===== config.mk =====
export PLATFORM = sky130hd
export DESIGN_NAME = view_scroller
export DESIGN_NICKNAME = d
export VERILOG_FILES = /design/src/rtl/view_scroller.sv
export SDC_FILE = /design/constraint.sdc
export NUM_CORES = 1
export LEC_CHECK = 0
export CELL_PAD_IN_SITES_DETAIL_PLACEMENT = 0
export CELL_PAD_IN_SITES_GLOBAL_PLACEMENT = 1
export CORE_UTILIZATION = 40
export CTS_BUF_LIST = sky130_fd_sc_hd__clkbuf_2 sky130_fd_sc_hd__clkbuf_4 sky130_fd_sc_hd__clkbuf_8
export DETAILED_ROUTE_END_ITERATION = 8
export PLACE_DENSITY_LB_ADDON = 0.1
export SYNTH_ARGS = -nofsm -noshare
export SYNTH_HDL_FRONTEND = slang
export SYNTH_SLANG_ARGS = --single-unit

===== constraint.sdc =====
create_clock -name clk -period 14.58 [get_ports clk]
set_input_delay 4.374 -clock clk [delete_from_list [all_inputs] [get_ports clk]]
set_output_delay 4.374 -clock clk [all_outputs]
set_load 0.02 [all_outputs]

===== src/rtl/view_scroller.sv =====
// view_scroller: rate-limited camera scroll, fall detection and
// platform-row spawn queue with a valid/ready handshake.
module view_scroller #(
  parameter int W             = 32,
  parameter int SCREEN_HEIGHT = 700,
  parameter int SCROLL_LINE   = 350,
  parameter int MAX_STEP      = 8,
  parameter int ROW_SPACING   = 50,
  parameter int PEND_DEPTH    = 4
) (
  input  logic         clk,
  input  logic         reset,
  input  logic         start,
  input  logic         frame_tick,
  input  logic [W-1:0] doodle_y,
  output logic [W-1:0] view_y,
  output logic [W-1:0] scroll_step,
  output logic         new_view,
  output logic         game_over,
  output logic         running,
  output logic         spawn_valid,
  input  logic         spawn_ready,
  output logic [W-1:0] spawn_y,
  output logic         spawn_overflow
);

  localparam int PW = $clog2(PEND_DEPTH + 1);

  localparam logic [1:0] IDLE = 2'd0;
  localparam logic [1:0] RUN  = 2'd1;
  localparam logic [1:0] OVER = 2'd2;

  localparam logic [W:0] LINE_W = (W+1)'(SCROLL_LINE);
  localparam logic [W:0] STEP_W = (W+1)'(MAX_STEP);
  localparam logic [W:0] ROW_W  = (W+1)'(ROW_SPACING);
  localparam logic [W:0] ALL1_W = {1'b0, {W{1'b1}}};
  localparam logic [W:0] VMAX   = ALL1_W - (W+1)'(SCREEN_HEIGHT);

  localparam logic [W-1:0] ROW_N  = W'(ROW_SPACING);
  localparam logic [W-1:0] SCR_N  = W'(SCREEN_HEIGHT);
  localparam logic [PW-1:0] PFULL = PW'(PEND_DEPTH);
  localparam logic [PW-1:0] PONE  = PW'(1);

  logic [1:0]    state;
  logic [W-1:0]  acc;
  logic [PW-1:0] pending;
  logic [W-1:0]  next_row_y;

  logic [W:0]    doodle_w;
  logic [W:0]    view_w;
  logic [W:0]    line_w;
  logic [W:0]    room;
  logic [W:0]    step;
  logic [W:0]    acc_n;
  logic [W:0]    acc_nx;
  logic          fall;
  logic          above;
  logic          evaluate;
  logic          scroll;
  logic          enq;
  logic          accept;
  logic          restart;
  logic          full;

  // Widened compare operands so view_y + SCROLL_LINE never wraps.
  assign doodle_w = {1'b0, doodle_y};
  assign view_w   = {1'b0, view_y};
  assign line_w   = view_w + LINE_W;
  assign room     = VMAX - view_w;

  assign fall     = doodle_w < view_w;
  assign above    = doodle_w > line_w;
  assign evaluate = (state == RUN) & frame_tick;
  assign scroll   = evaluate & ~fall;
  assign restart  = (state == OVER) & start;

  assign spawn_valid = pending != '0;
  assign spawn_y     = next_row_y;
  assign accept      = spawn_valid & spawn_ready;
  assign full        = pending == PFULL;

  assign game_over = state == OVER;
  assign running   = state == RUN;

  // Step is the distance past the line, clipped by rate and headroom.
  always_comb begin
    step = '0;
    if (above) begin
      step = doodle_w - line_w;
      if (step > STEP_W) step = STEP_W;
      if (step > room) step = room;
    end
  end

  // Row-distance accumulator; wraps once per spawned row.
  always_comb begin
    acc_n  = {1'b0, acc} + step;
    acc_nx = acc_n;
    enq    = 1'b0;
    if (scroll && acc_n >= ROW_W) begin
      acc_nx = acc_n - ROW_W;
      enq    = 1'b1;
    end
  end

  // Top-level state machine.
  always_ff @(posedge clk) begin
    if (reset) begin
      state <= IDLE;
    end else begin
      unique case (state)
        IDLE:    if (start) state <= RUN;
        RUN:     if (evaluate && fall) state <= OVER;
        OVER:    if (start) state <= RUN;
        default: state <= IDLE;
      endcase
    end
  end

  // Camera position and scroll accumulator.
  always_ff @(posedge clk) begin
    if (reset || restart) begin
      view_y <= '0;
      acc    <= '0;
    end else if (scroll) begin
      view_y <= view_y + step[W-1:0];
      acc    <= acc_nx[W-1:0];
    end
  end

  // Per-tick step report and single-cycle change pulse.
  always_ff @(posedge clk) begin
    if (reset) begin
      scroll_step <= '0;
      new_view    <= 1'b0;
    end else begin
      new_view <= scroll & (step != '0);
      if (evaluate) scroll_step <= fall ? '0 : step[W-1:0];
    end
  end

  // Spawn queue: pending count, offered row and sticky overflow.
  always_ff @(posedge clk) begin
    if (reset || restart) begin
      pending        <= '0;
      next_row_y     <= SCR_N;
      spawn_overflow <= 1'b0;
    end else begin
      if (accept) next_row_y <= next_row_y + ROW_N;
      unique case ({enq, accept})
        2'b10: begin
          if (full) spawn_overflow <= 1'b1;
          else      pending <= pending + PONE;
        end
        2'b01:   pending <= pending - PONE;
        default: pending <= pending;
      endcase
    end
  end

endmodule


Word level (Yosys, flattened, before mapping) --
Cells that the tools add are included.
Word-level totals: register bits after elaboration 135, bits in latches 0, memory bits (writable) 0, ROM bits 0, bits of input ports 37, output and inout bits 101, logic and storage cells 59, memories kept 0
Operators by class: add/subtract/negate cells 9, multipliers 0, divide/modulo/power cells 0, $lt $le $gt $ge 5, equality and inequality tests 8, shift operators 0, muxes and demuxes 12, bitwise operators 6, reduce and logical (&&, ||, !) cells 11
Operators by type and width (count):
- $mux W33 | 4
- $mux W32 | 2
- $add A32 B33 Y33 | 1
- $add A32 B9 Y33 const B | 1
- $ge A33 B6 Y1 const B | 1
- $gt A32 B33 Y1 | 1
- $gt A33 B33 Y1 | 1
- $gt A33 B4 Y1 const B | 1
- $reduce_bool A33 Y1 | 1
- $sub A32 B32 Y33 const A | 1
- $sub A32 B33 Y33 | 1
- $add A32 B32 Y32 | 1
- $add A32 B6 Y32 const B | 1
- $lt A32 B32 Y1 | 1
- $sub A32 B6 Y32 const B | 1
- $pmux W3 S2 | 1
- $reduce_and A2 Y1 | 3
- $and A1 B1 Y1 | 5
- $eq A2 B1 Y1 const B | 2
- $eq A2 B2 Y1 const B | 2
- $mux W2 | 2
- $ne A2 B1 Y1 const B | 2
- $pmux W2 S2 | 1
- $add A3 B1 Y3 const B | 1
- other kinds (12) | 13

Logic depth before layout (Yosys ltp) --
word-level depth 15, depth in mapped cells 56, mapped depth without buffers 52

Worst setup path before layout --
OpenSTA, ideal clock, no wires.
path type input to register, from input doodle_y[0], to register pending[2], setup time 74 ps, data arrival time 14194 ps, data required time 14506 ps, path slack 312 ps, stages on the path 45, buffers on the path 3, cell sequence inv_1 -> ha_1 -> inv_1 -> fa_1 -> a211oi_1 -> o21a_1 -> o21ai_1 -> a31oi_2 -> o221ai_1 -> a21oi_1 -> xnor2_1 -> nor4b_1 -> and4b_1 -> nand2_1 -> ha_1 -> a21o_1 -> a211oi_1 -> a21oi_1 -> [... 9 more ...] -> clkbuf_1 -> a211oi_1 -> nor2_1 -> a2111oi_2 -> o31ai_1 -> a211o_1 -> o21bai_1 -> nor4_1 -> nand4bb_1 -> or3_1 -> clkbuf_1 -> or3_1 -> a211oi_4 -> o21ai_1 -> fa_1 -> or4_1 -> a21o_1 -> a31oi_1
Between the ends: word-level cells in the longest chain between the ends 14, elaborated cells between the ends (all ways) 21, those cells by class add/sub (2); order compare (5); eq/ne (3); mux (6); bitwise (2); reduce/logical (3)
Ends and longest elaborated chain:
- start, declared | line 15 | input logic [W-1:0] doodle_y,
- $sub A32 B33 Y33 | line 89 | step = doodle_w - line_w;
- $gt A33 B4 Y1 | line 90 | if (step > STEP_W) step = STEP_W;
- $mux W33 | line 90
- $mux W33 | line 88 | if (above) begin
- $gt A33 B33 Y1 | line 91 | if (step > room) step = room;
- $mux W33 | line 91
- $mux W33 | line 88
- $add A32 B33 Y33 | line 97 | acc_n = {1'b0, acc} + step;
- $ge A33 B6 Y1 | line 100 | if (scroll && acc_n >= ROW_W) begin
- $logic_and A1 B1 Y1 * | line 100
- $mux W1 * | line 100
- $eq A2 B2 Y1 / $eq A2 B1 Y1 (equally long branches) | line 150 | unique case ({enq, accept})
- $ne A2 B2 Y1 (no line) / $reduce_bool A2 Y1 (equally long branches)
- $reduce_and A2 Y1 (no line)
- end signal, assigned | line 153 | else pending <= pending + PONE;
- end signal, assigned | line 155 | 2'b01: pending <= pending - PONE;
- end signal, assigned | line 156 | default: pending <= pending;
- end, declared | line 46 | logic [PW-1:0] pending;
Every way passes the cells marked *; elsewhere a longest branch is shown, timed or not. The select of a mux whose other input is x is not followed. A chain may end at the register's enable or synchronous reset.

Final worst setup path --
Ends and elaborated chain as after synthesis.

==> impl_metrics.toml <==
[run_status]
status = "completed"

[drt]
viasPerCell = 5.662
vias = 15450
drc_errors = 0
first_iter_violations = 1001
wl_per_cell_um = 19.99
wl_mm = 54.55
ant_nets = 0
dr.pass1.iters = 5

[cts]
clock_sinks = 134
cts_max_level = 4
numCtsBuffers = 17
cts_tree = "done"
holdBufCountCts = 0
clk_pin_slew_ns = 0.09
cts-root-buf = "clkbuf_8"
insertion_delay_ns = 0.48
clk_path_buf_depth = 2

[final_layout]
n_antenna_cell = 0
nFillCells = 3426
fin_nets = 2466
fin_area_um2 = 18320
final_common_cell = "buf_4"
drive_above_1_share_pct = 16.40
syn_to_final_growth_pct = 30.86
layout_common_cells = "buf_4, nand2_1, nor2_1"
instances_no_fill = 2729

[sta]
max_freq_ghz = 0.07035
worstMarginPinSlew_ns = 1.041
finalCritPeriodShare_pct = 97.50
period_minus_slack_ns = 14.21
fin_setup_tns_ns = 0
hold_viol = 0
setup_viol = 0
drv_slew = 0
hold_slack_ns = 0.4658
fin_worst_skew_ns = 0.01337
slew_headroom_pct = 30.60

[logic_synthesis]
yosysSeqAreaShare_pct = 19.16
netlist_area_um2 = 14000
netlist_instances = 1874
synth_area_per_cell_um2 = 7.471
async_flop_share_pct = 0
netlist-cell-type-count = 85
synth_flop_cell = "dfxtp_1"
ys_seq_elements = 134
yosysWarnings = 0
synth_edf_count = 0

[global_routing]
overflow = 0
grt_usage_pct = 30.31
grt_start_max_net_pins = 70
grt_pass1_vias = 14890
antenna_found_initial = 0
grt_pass1_wl_mm = 83.68

[die]
dieArea_um2 = 35760
start_util_pct = 40.63
core_area_um2 = 34460
ioPinCount = 138
die_x_um = 189.1
rows = 68
die_h_um = 189.1

[hold_path]
min_path_cells = 2
hold_path_class = "reg -> reg"

[place]
post_dp_cell_area_um2 = 17810
place_inst = 2693
place_hpwl_mm = 44.38
portBuffers = 136
place.gp.congestion = 0.9543

[critical_path]
critPathLaunchType = "input port"
worst-r2r-setup-slack_ns = 1.82
worstSetupEndpointType = "flop"
worst_ep_arrival_time_ns = 14.62
cp_data_required_time_ns = 14.98
cp_common_cell = "a21oi_1"
slowest_stage = "or4_1"
rr_worst_depth = 54
crit_type = "in -> reg"
critPathMaxStageDelay_ns = 0.54
crit_fanout = 6

[power]
p_leak_nw = 7.567
ir_worst_vdd_uv = 51.55
p_per_area_nw_per_um2 = 71.87
finalPower_mw = 1.317

[run]
maxCapViolCount = 0
[registers in the layout, indices dropped and copies added (netlist names)]
name / cells
spawn_overflow: 1
scroll_step: 32
acc: 32
new_view: 1
spawn_y: 31
pending: 3
view_y: 32
state: 2
[cell usage after synthesis (6+ instances only)]
cell	number	area, µm²
or3_1	20	125.1
clkbuf_1	64	240.2
a31oi_1	12	75.07
and3_1	28	175.2
and4_1	7	61.31
nand2_1	192	720.7
o21ai_1	6	30.03
or4_1	7	52.55
and2_1	17	106.4
dfxtp_1	134	2683
xnor2_1	125	1095
ha_1	163	2039
nand3_1	52	260.3
o211ai_1	10	75.07
nand2b_1	16	100.1
o21ai_0	119	595.6
nand3b_1	6	45.04
o21bai_1	10	75.07
o31ai_1	8	60.06
a211o_1	10	87.58
nor4_1	19	118.9
a211oi_1	29	217.7
a21oi_1	138	690.7
buf_2	7	35.03
xor2_1	36	315.3
nor3b_1	6	45.04
mux2i_1	11	110.1
nand4_1	56	350.3
o21a_1	36	270.3
o22ai_1	7	43.79
a22o_1	10	87.58
or2_2	14	87.58
nor2b_1	17	106.4
o31a_1	7	61.31
inv_1	62	232.7
a21o_1	62	465.5
nor4b_1	8	70.07
nor2_1	187	701.9
a21boi_0	8	60.06
nor3_1	56	280.3
[kinds of logic after synthesis]
| family | Yosys count | synth area share [%] |
|---|---|---|
| AND/OR/NAND/NOR | 724 | 25.50 |
| multiplexers | 16 | 1.189 |
| other | 1 | 0.02678 |
| XOR/XNOR | 161 | 10.07 |
| adder cells (fa/ha/maj) | 168 | 15.28 |
| flip-flops | 134 | 19.16 |
| AO/OA/AOI/OAI | 531 | 24.87 |
| buffers and inverters | 139 | 3.896 |
[path summary, 6_finish.rpt]
kind | from | to
min | acc[6] | acc[6]
max | doodle_y[0] | pending[2]
max reg2reg | view_y[1] | pending[2]
min reg2reg | acc[6] | acc[6]
[stage by stage]
stage                     setup WS (ns)  utilization (%)
after floorplan                  0.3119                -
after global placement          -0.1147            51.69
after detailed placement        -0.3556            51.69
after CTS                       0.08414            52.77
after global routing           -0.07826            53.17
final                            0.3651            53.17
[routing by layer]
layer / vias up / wire length, µm / track usage, %
met3: 107 / 2144 / 2.929
met4: 0 / 2537 / 13.71
li1: 7617 / - / -
met2: 415 / 25580 / 52.18
met1: 7312 / 24290 / 38.14
met5: - / 0 / 0
[what timing repair did]
item	CTS	global route
endpoints found under the setup margin	0	30
gates resized for setup	0	27
buffers inserted	0	4
[worst max-delay path: cells and delay by family]
| family | cells | cell delay, ns |
|---|---|---|
| compound gates | 19 | 3.87 |
| buf+inv | 5 | 1.01 |
| simple gates | 13 | 3.35 |
| mux | 2 | 0.60 |
| fa+ha+maj | 5 | 1.38 |
[area by class of cell]
| cell class | instances | area, µm² | area share [%] |
|---|---|---|---|
| Tap cell | 455 | 569.3 | 3.107 |
| Multi-Input combinational cell | 1630 | 11000 | 60.06 |
| Clock inverter | 15 | 140.1 | 0.7649 |
| Clock buffer | 17 | 234.0 | 1.277 |
| Sequential cell | 134 | 2683 | 14.64 |
| Timing Repair Buffer | 415 | 3456 | 18.86 |
| Inverter | 63 | 236.5 | 1.291 |
[power breakdown]
part | switching (mW) | leakage, nW | internal [mW]
combinational | 0.329 | 6.29 | 0.272
sequential | 0.0212 | 1.08 | 0.381
clock | 0.187 | 0.192 | 0.125
total | 0.538 | 7.57 | 0.779
Note: power is estimated with default switching activity, not from simulation.
